==> src/rtl/dual_port_ram_ctl.sv <==
// True dual-port synchronous RAM with power-on clear sweep, read-valid strobes,
// 1/2-cycle read pipeline and write-collision arbitration. Optional: DPRAM_PARITY_EN.
module dual_port_ram_ctl #(
  parameter int unsigned DATA_W     = 8,
  parameter int unsigned ADDR_W     = 6,
  parameter int unsigned RD_LATENCY = 1,
  parameter int unsigned WR_MODE    = 0
) (
  input  logic              clk,
  input  logic              rst_n,
  input  logic              en1,
  input  logic              en2,
  input  logic              we1,
  input  logic              we2,
  input  logic [ADDR_W-1:0] addr1,
  input  logic [ADDR_W-1:0] addr2,
  input  logic [DATA_W-1:0] data1,
  input  logic [DATA_W-1:0] data2,
  output logic [DATA_W-1:0] q1,
  output logic [DATA_W-1:0] q2,
  output logic              rvalid1,
  output logic              rvalid2,
  output logic              init_done,
  output logic              wr_collision,
  output logic              par_err1,
  output logic              par_err2
);

  localparam int unsigned DEPTH = 2 ** ADDR_W;
`ifdef DPRAM_PARITY_EN
  localparam int unsigned MEM_W = DATA_W + 1;
`else
  localparam int unsigned MEM_W = DATA_W;
`endif

  if (RD_LATENCY != 1 && RD_LATENCY != 2) begin : g_bad_latency
    $error("dual_port_ram_ctl: RD_LATENCY must be 1 or 2");
  end

  typedef enum logic {CLEAR, RUN} state_t;

  state_t            state, state_nxt;
  logic [ADDR_W-1:0] cnt;
  logic              clearing;
  logic              running;

  logic [MEM_W-1:0]  mem [DEPTH];

  logic [1:0]              en_p, we_p, rd_p, wr_p;
  logic [1:0][ADDR_W-1:0]  addr_p;
  logic [1:0][DATA_W-1:0]  data_p;
  logic [1:0][DATA_W-1:0]  q_p;
  logic [1:0]              rv_p, pe_p;
  logic                    same_wr;

  always_comb begin
    en_p   = {en2, en1};
    we_p   = {we2, we1};
    addr_p = {addr2, addr1};
    data_p = {data2, data1};
    rd_p   = {2{running}} & en_p & ~we_p;
    wr_p   = {2{running}} & en_p & we_p;
    same_wr = wr_p[0] && wr_p[1] && (addr1 == addr2);
  end

  function automatic logic [MEM_W-1:0] encode(input logic [DATA_W-1:0] d);
`ifdef DPRAM_PARITY_EN
    return {^d, d};
`else
    return d;
`endif
  endfunction

  // FSM: state register
  always_ff @(posedge clk or negedge rst_n) begin
    if (!rst_n) begin
      state <= CLEAR;
      cnt   <= '0;
    end else begin
      state <= state_nxt;
      if (clearing) cnt <= cnt + 1'b1;
    end
  end

  // FSM: next state
  always_comb begin
    state_nxt = state;
    if (state == CLEAR && cnt == '1) state_nxt = RUN;
  end

  // FSM: outputs
  always_comb begin
    clearing  = (state == CLEAR);
    running   = (state == RUN);
    init_done = running;
  end

  // Port 1 wins a same-address double write; port 2's write is suppressed.
  always_ff @(posedge clk) begin
    if (clearing) begin
      mem[cnt] <= '0;
    end else begin
      if (wr_p[1] && !same_wr) mem[addr2] <= encode(data2);
      if (wr_p[0])             mem[addr1] <= encode(data1);
    end
  end

  always_ff @(posedge clk or negedge rst_n) begin
    if (!rst_n) wr_collision <= 1'b0;
    else        wr_collision <= same_wr;
  end

  for (genvar p = 0; p < 2; p++) begin : g_port
    logic [MEM_W-1:0]  rword;
    logic [DATA_W-1:0] s1_q;
    logic              s1_v, s1_pe;

    always_comb rword = mem[addr_p[p]];

    // Nonblocking read of the array gives read-first behaviour against the other port.
    always_ff @(posedge clk or negedge rst_n) begin
      if (!rst_n) begin
        s1_q  <= '0;
        s1_v  <= 1'b0;
        s1_pe <= 1'b0;
      end else if (rd_p[p]) begin
        s1_q  <= rword[DATA_W-1:0];
        s1_v  <= 1'b1;
`ifdef DPRAM_PARITY_EN
        s1_pe <= ^rword;
`else
        s1_pe <= 1'b0;
`endif
      end else if (wr_p[p] && WR_MODE == 1) begin
        s1_q  <= data_p[p];
        s1_v  <= 1'b1;
        s1_pe <= 1'b0;
      end else begin
        s1_v  <= 1'b0;
        s1_pe <= 1'b0;
      end
    end

    if (RD_LATENCY == 2) begin : g_lat2
      logic [DATA_W-1:0] s2_q;
      logic              s2_v, s2_pe;

      always_ff @(posedge clk or negedge rst_n) begin
        if (!rst_n) begin
          s2_q  <= '0;
          s2_v  <= 1'b0;
          s2_pe <= 1'b0;
        end else begin
          if (s1_v) s2_q <= s1_q;
          s2_v  <= s1_v;
          s2_pe <= s1_pe;
        end
      end

      assign q_p[p]  = s2_q;
      assign rv_p[p] = s2_v;
      assign pe_p[p] = s2_pe;
    end else begin : g_lat1
      assign q_p[p]  = s1_q;
      assign rv_p[p] = s1_v;
      assign pe_p[p] = s1_pe;
    end
  end

  assign q1      = q_p[0];
  assign q2      = q_p[1];
  assign rvalid1 = rv_p[0];
  assign rvalid2 = rv_p[1];
`ifdef DPRAM_PARITY_EN
  assign par_err1 = pe_p[0];
  assign par_err2 = pe_p[1];
`else
  assign par_err1 = 1'b0;
  assign par_err2 = 1'b0;
  logic unused_pe;
  assign unused_pe = ^pe_p;
`endif

endmodule

==> config.mk <==
export PLATFORM = sky130hd
export DESIGN_NAME = dual_port_ram_ctl
export DESIGN_NICKNAME = d
export VERILOG_FILES = /design/src/rtl/dual_port_ram_ctl.sv
export SDC_FILE = /design/constraint.sdc
export NUM_CORES = 1
export LEC_CHECK = 0
export ABC_CLOCK_PERIOD_IN_PS = 2900
export CORE_MARGIN = 3
export CORE_UTILIZATION = 55
export DETAILED_ROUTE_END_ITERATION = 12
export HOLD_SLACK_MARGIN = 0.03
export PLACE_DENSITY = 0.72
export SLEW_MARGIN = 20
export SYNTH_ARGS = -nofsm -noshare
export SYNTH_HDL_FRONTEND = slang
export SYNTH_SLANG_ARGS = --single-unit
==> constraint.sdc <==
create_clock -name clk -period 2.9 [get_ports clk]
set_input_delay 0.58 -clock clk [delete_from_list [all_inputs] [get_ports clk]]
set_output_delay 0.58 -clock clk [all_outputs]
set_load 0.05 [all_outputs]
**Yosys cells after proc, flatten, opt, wreduce, memory -nomap -nowiden**

Memory sizes are Yosys's and may differ from the RTL's. A register that Yosys moved wholly into a read port is not among the register bits.
Index checks and enable logic that the tools add are counted.

- Magnitude comparators: 0
- Divide/modulo/power cells: 0
- Mux-type cells: 12
- Bitwise operators: 5
- Reduce and logical (&&, ||, !) cells: 8
- Shifts and indexed selects: 0
- Eq/ne operators: 2
- Multiply operators: 0
- $add $sub $neg: 1

Operator list:

| operator | number |
|---|---|
| $mux W1 | 10 |
| $mux W8 | 1 |
| $reduce_or A8 Y1 | 1 |
| $add A6 B1 Y6 const B | 1 |
| $and A2 B2 Y2 | 3 |
| $eq A6 B6 Y1 | 1 |
| $eq A6 B6 Y1 const B | 1 |
| $mux W6 | 1 |
| $logic_and A1 B1 Y1 | 4 |
| $logic_not A1 Y1 | 3 |
| $not A2 Y2 | 1 |
| $not A1 Y1 | 1 |

- Memory bits (writable): 512
- Memories: 1
- Bits in read-only memories: 0
- Output and inout port bits: 22
- Latch bits: 0
- Logic and storage cells: 34
- Bits in registers: 10

Memories:

| name | depth | bits a word | read ports | clocked after memory_dff | write ports | line | text |
|---|---|---|---|---|---|---|---|
| mem | 64 | 8 | 2 | 2 | 2 | 47 | `logic [MEM_W-1:0] mem [DEPTH];` |

**Logic depth before layout (Yosys ltp)**

Gate-level depths: netlist of run 1.

- Depth in word-level cells: 11
- Depth in mapped cells: 9

**Worst setup path after synthesis of run 1**

Ideal clock, no wire load.

- Kind: input to register
- Start: input port addr1[0]
- End: memory mem[11][0] (netlist name) (enable)
- Stages: 9
- Path buffers: 3
- Slack: 0.079 ns
- Arrival time: 2.445 ns
- Library setup time: 0.376 ns
- Path through: buf_2 > xor2_1 > nor3_2 > a41oi_2 > buf_6 > buf_6 > nor3_2 > a41oi_4 > o22ai_1

RTL lines:

| what | line | text |
|---|---|---|
| start, declared | 15 | `input logic [ADDR_W-1:0] addr1,` |
| end, declared | 47 |  |

==> impl_metrics.yaml, run 1 <==
grt:
  antenna_found_initial: 2
  grt_pass1_vias: 25630
  grt_max_degree: 71
  grt_pass1_wl_mm: 189
  overflow: 0
  grt_use_total_pct: 44.4
timing:
  whs_ns: 0.331
  finClkSkew_ns: 0.0378
  slew_violations: 0
  max_freq_ghz: 0.352
  relSlewSlack_pct: 42.8
  tns_ns: 0
  period_needed_ns: 2.84
  tightest_slew_ns: 0.856
  rsz0062_at_grt: "no"
  setup_viol: 0
  setup_ws_ns: 0.0599
  layout_worst_path_cycle_share_pct: 97.9
  finalHoldViolations: 0
clock_network:
  cts_root_buffer: "clkbuf_16"
  cts_hold_buf: 0
  cts.sinks: 538
  numCtsBuffers: 57
  ctsHtreeMaxLevel: 2
  cts_tree: "done"
  clk_latency_ns: 0.66
  cts_buffer_depth: 3
  clkSlewWorstSetupHoldPaths_ns: 0.07
routing:
  firstDrtPassIters: 8
  drc: 0
  drt_iter0_drc: 4952
  postRouteWirelength_mm: 134
  wire_per_inst_um: 33.8
  viasPerCell: 7.03
  detail-route-antenna-nets: 0
  vias: 27888
synthesis:
  synth-edff-count: 512
  ys_warn_count: 0
  synth_top_area_share_pct: 48.8
  synth_ff_type: "edfxtp_1"
  synthArstFlopShare_pct: 4.83
  synth-simple-area-share_pct: 10.8
  ys_top_cells_by_area: "edfxtp_1, o21ai_0, mux4_2"
  synth-compound-area-share_pct: 16.9
  syn-instance-count: 2976
  synth_area_um2: 31500
  synth.avg_cell_area_um2: 10.6
  muxShareOfSynthArea_pct: 16.5
  synth_cell_types: 71
  synth_top_area_cell: "edfxtp_1"
  seq_area_frac_synth_pct: 50.9
  synth_xor_area_share_pct: 0.306
  synth_top_family_by_area: "compound AO/OA/AOI/OAI gates"
  synth_fa_ha_area_share_pct: 0.0397
  ys_ff_latch: 538
final_layout:
  final_common_cell: "nand2_1"
  final_util_pct: 66.0
  num-nets-final: 3199
  num_antenna_cells: 0
  final_cell_mix: "nand2_1, o21ai_0, edfxtp_1"
  area_growth_pct: 18.4
  drive_gt1_share_pct: 21.6
worst_setup_path:
  cp.required_ns: 3.29
  rr_startpoint: "init_done"
  critical_path_class: "input port to flip-flop"
  crit_buf_inv: 3
  endpoint_kind: "flip-flop"
  cp_cell_sequence: "clkdlybuf4s50_1 -> xor2_2 -> nor3_2 -> buf_4 -> a41oi_4 -> nor4_2 -> a21oi_4 -> o22ai_1 -> buf_4"
  reg2reg_slack_ns: 0.14
  r2r_cells: 6
  crit_path_max_fanout: 9
  cpPeakStageDelay_ns: 0.68
  worstPathArrival_ns: 3.23
  reg2reg_to: "mem[0][0]"
  crit_top_cell: "buf_4"
  crit_path_start_kind: "input port"
  crit_slowest_cell: "a21oi_4"
  crit_family: "compound AO/OA/AOI/OAI gates"
place:
  dp_hpwl_mm: 93.2
  port_buffers: 53
  preCtsSetupSlack_ns: -0.872
  gp_congestion: 1.07
floorplanning:
  chipHeight_um: 245
  dieArea_um2: 60200
  dieWidth_um: 245
  fp.coreArea_um2: 56500
  io-pin-count: 56
  initial_utilization_pct: 55.8
  rows: 87
hold_path:
  hp-class: "input port to async pin"
pwr:
  p_total_mw: 17.3
  irDropWorstVdd_mv: 0.475
  p_per_area_nw_per_um2: 464
  power_leakage_nw: 11.8
status:
  outcome: "complete, no violations"
job:
  cap_violations: 0
stage by stage:
step	instance area, um2	cells
2_1_floorplan	31500	2977
3_3_place_gp	35300	3856
3_5_place_dp	35300	3856
4_1_cts	37300	3968
5_1_grt	37300	3968
6_report	37300	3968
Yosys cell counts (6+ instances only):
cell type	instances
nor3_1	7
a22o_1	6
o22ai_1	88
o21ai_0	531
nand3_1	53
buf_4	16
dfrtp_1	26
xor2_1	7
nand2_1	591
nor2b_1	12
nor2_1	113
o32a_1	8
nand4_1	6
mux4_2	109
a211oi_1	13
and2_1	8
edfxtp_1	512
buf_1	14
a21oi_1	44
clkbuf_1	209
a221oi_1	34
a41oi_1	8
mux2i_1	235
a31oi_1	6
mux2_2	35
o211ai_1	13
nor2_2	10
buf_2	77
a22oi_1	88
o21ai_1	8
how the worst max path moves through the flow:
stage               startpoint         end  cells past startpoint
floorplan             addr1[0]  mem[11][0]                      9
global placement      addr1[4]  mem[56][3]                      9
detailed placement    addr1[4]  mem[37][4]                     10
CTS                   addr1[4]   mem[0][0]                      9
global route          addr2[5]  mem[41][7]                     11
finish                addr1[4]   mem[0][0]                      9
cell families after synthesis:
| kind of cell | after synthesis |
|---|---|
| AO/OA/AOI/OAI | 887 |
| AND/OR/NAND/NOR | 831 |
| flip-flops | 538 |
| multiplexers | 379 |
| buffers and inverters | 328 |
| XOR/XNOR | 11 |
| adder cells (fa/ha/maj) | 1 |
| other | 1 |
where the power goes:
group          switching (mW)  internal, mW  total, mW
Clock                    3.22          4.31       7.53
Combinational           0.927         0.476       1.40
Sequential                  0          8.38       8.38
Total                    4.14          13.2       17.3
registers in the layout, indices dropped and copies added (netlist names):
register	cells
rvalid2	1
cnt	6
mem	512
q1	8
q2	8
wr_collision	1
rvalid1	1
init_done	1
per-layer routing:
| layer | up-vias | wire [um] | GRT usage, % |
|---|---|---|---|
| li1 | 11562 | - | - |
| met1 | 13145 | 47000 | 59.9 |
| met2 | 2670 | 57500 | 65.8 |
| met3 | 509 | 20300 | 12.0 |
| met4 | 2 | 9370 | 23.9 |
| met5 | - | 13 | 0 |
area by class of cell:
| class | count | area [um2] |
|---|---|---|
| fillers | 4322 | 19200 |
| multi-input cells | 2111 | 14100 |
| repair buffers | 449 | 4270 |
| clock inverters | 42 | 392 |
| well taps | 756 | 946 |
| inverters | 7 | 26.3 |
| flip-flops and latches | 538 | 16000 |
| clock buffers | 65 | 1500 |
timing repair:
action | in CTS | in global routing
resized for setup | 0 | 4
buffers inserted | 5 | 0
setup endpoints to repair | 128 | 51
(Power assumes the default switching activity.)
==> inputs of run 2 (changes only) <==
--- a/config.mk
+++ b/config.mk
@@ -6,11 +6,11 @@
 export NUM_CORES = 1
 export LEC_CHECK = 0
 export ABC_CLOCK_PERIOD_IN_PS = 2900
+export CORE_ASPECT_RATIO = 0.8
 export CORE_MARGIN = 3
-export CORE_UTILIZATION = 55
+export CORE_UTILIZATION = 35
 export DETAILED_ROUTE_END_ITERATION = 12
 export HOLD_SLACK_MARGIN = 0.03
-export PLACE_DENSITY = 0.72
 export SLEW_MARGIN = 20
 export SYNTH_ARGS = -nofsm -noshare
 export SYNTH_HDL_FRONTEND = slang
==> impl_metrics.yaml, run 2 (synthesized netlist as in run 1, its figures left out) <==
worst_setup_path:
  worstSetupStartpoint: "addr1[4]"
  critPathCapture: "mem[37][6]"
  cp_cell_sequence: "clkdlybuf4s50_1 -> xor2_2 -> nor3_2 -> a41oi_4 -> buf_4 -> buf_4 -> a41oi_4 -> buf_12 -> o22ai_1 -> buf_4"
  cp.required_ns: 3.25
  crit_path_start_kind: "input port"
  r2r_cells: 9
  critical_path_class: "input port to flip-flop"
  crit_path_max_fanout: 9
  crit_top_cell: "buf_4"
  worstPathArrival_ns: 3.20
  rr_startpoint: "init_done"
  crit_slowest_cell: "clkdlybuf4s50_1"
  cpPeakStageDelay_ns: 0.62
  reg2reg_slack_ns: 0.27
  endpoint_kind: "flip-flop"
  reg2reg_to: "mem[37][6]"
clock_network:
  clk_latency_ns: 0.66
  clkSlewWorstSetupHoldPaths_ns: 0.07
  cts_buffer_depth: 3
  numCtsBuffers: 56
  cts_root_buffer: "clkbuf_16"
  cts.sinks: 538
  ctsHtreeMaxLevel: 2
  cts_tree: "done"
place:
  place_area_um2: 36000
  dp_hpwl_mm: 95.7
  dp.cells: 4285
  gp_congestion: 1.07
  preCtsSetupSlack_ns: -0.819
  port_buffers: 53
floorplanning:
  dieWidth_um: 341
  initial_utilization_pct: 35.7
  io-pin-count: 56
  chipHeight_um: 274
  fp.coreArea_um2: 88400
  rows: 97
  dieArea_um2: 93700
routing:
  postRouteWirelength_mm: 134
  viasPerCell: 6.19
  vias: 27214
  drc: 0
  drt_iter0_drc: 4659
  detail-route-antenna-nets: 0
  wire_per_inst_um: 30.5
  firstDrtPassIters: 6
pwr:
  irDropWorstVdd_mv: 0.417
  p_total_mw: 17.8
  power_leakage_nw: 11.9
  p_per_area_nw_per_um2: 468
final_layout:
  drive_gt1_share_pct: 21.5
  largest-register: "mem"
  num-nets-final: 3193
  largest_register_ffs: 512
  n_fill_cell: 8320
  final_common_cell: "nand2_1"
  final_cell_mix: "nand2_1, o21ai_0, edfxtp_1"
  final_cells: 4395
  fin_area_um2: 38000
  area_growth_pct: 20.7
status:
  outcome: "complete, no violations"
timing:
  relSlewSlack_pct: 42.9
  finalHoldViolations: 0
  finClkSkew_ns: 0.0411
  slew_violations: 0
  setup_ws_ns: 0.0458
  tns_ns: 0
  tightest_slew_ns: 0.855
  rsz0062_at_grt: "no"
  setup_viol: 0
  layout_worst_path_cycle_share_pct: 98.4
  max_freq_ghz: 0.350
  period_needed_ns: 2.85
grt:
  grt_max_degree: 65
  grt_pass1_vias: 24596
  grt_use_total_pct: 28.0
  grt_pass1_wl_mm: 189
  overflow: 0
  antenna_found_initial: 2
job:
  cap_violations: 0
hold_path:
  hp-class: "input port to flip-flop"
run 2: worst min-delay path by stage:
stage	startpoint	end	slack, ns	cells past startpoint
after floorplan	rst_n	cnt[0]	0.28	0
after global placement	cnt[5]	cnt[5]	0.56	1
after detailed placement	cnt[5]	cnt[5]	0.56	1
after CTS	addr1[2]	wr_collision	0.47	5
after global routing	addr1[2]	wr_collision	0.52	5
final	addr1[2]	wr_collision	0.51	5
run 2: area by class of cell:
type / count / area (um2) / area share (%)
antenna: 4 / 10.0 / 0.0263
clock buffer: 63 / 1450 / 3.81
clock inverter: 40 / 515 / 1.36
inverter: 7 / 26.3 / 0.0691
multi-input combinational: 2111 / 14100 / 37.1
sequential: 538 / 16000 / 42.2
tap: 1188 / 1490 / 3.91
timing repair buffer: 444 / 4400 / 11.6
run 2: routing by layer:
metal  track usage [%]  routed length [um]  up-vias
met1              41.5               55100    13091
met4              7.89                4330        2
li1                  -                   -    11551
met3              11.8               23500      274
met5              1.15                  12        -
met2              36.6               51100     2296
run 2: per-stage QoR:
step | util [%] | hold slack, ns
final | 43.0 | 0.509
after global routing | 43.0 | 0.523
after CTS | 43.0 | 0.471
after detailed placement | 40.7 | 0.563
after global placement | 40.7 | 0.565
after floorplan | - | 0.284
run 2: what timing repair did:
action,CTS,global route
endpoints found under the hold margin,26,0
setup endpoints to repair,64,48
gates resized for setup,0,2
buffers inserted,2,0
hold buffers,1,0
run 2: worst max-delay path, delay by kind of cell:
family          cells  cell delay (ns)
buf+inv             5             1.52
compound gates      3             0.64
xor+xnor            1             0.32
simple gates        1             0.12
run 2: power by group:
group	switching, mW	internal, mW
clock network	3.36	4.66
registers	0	8.37
logic	0.924	0.479
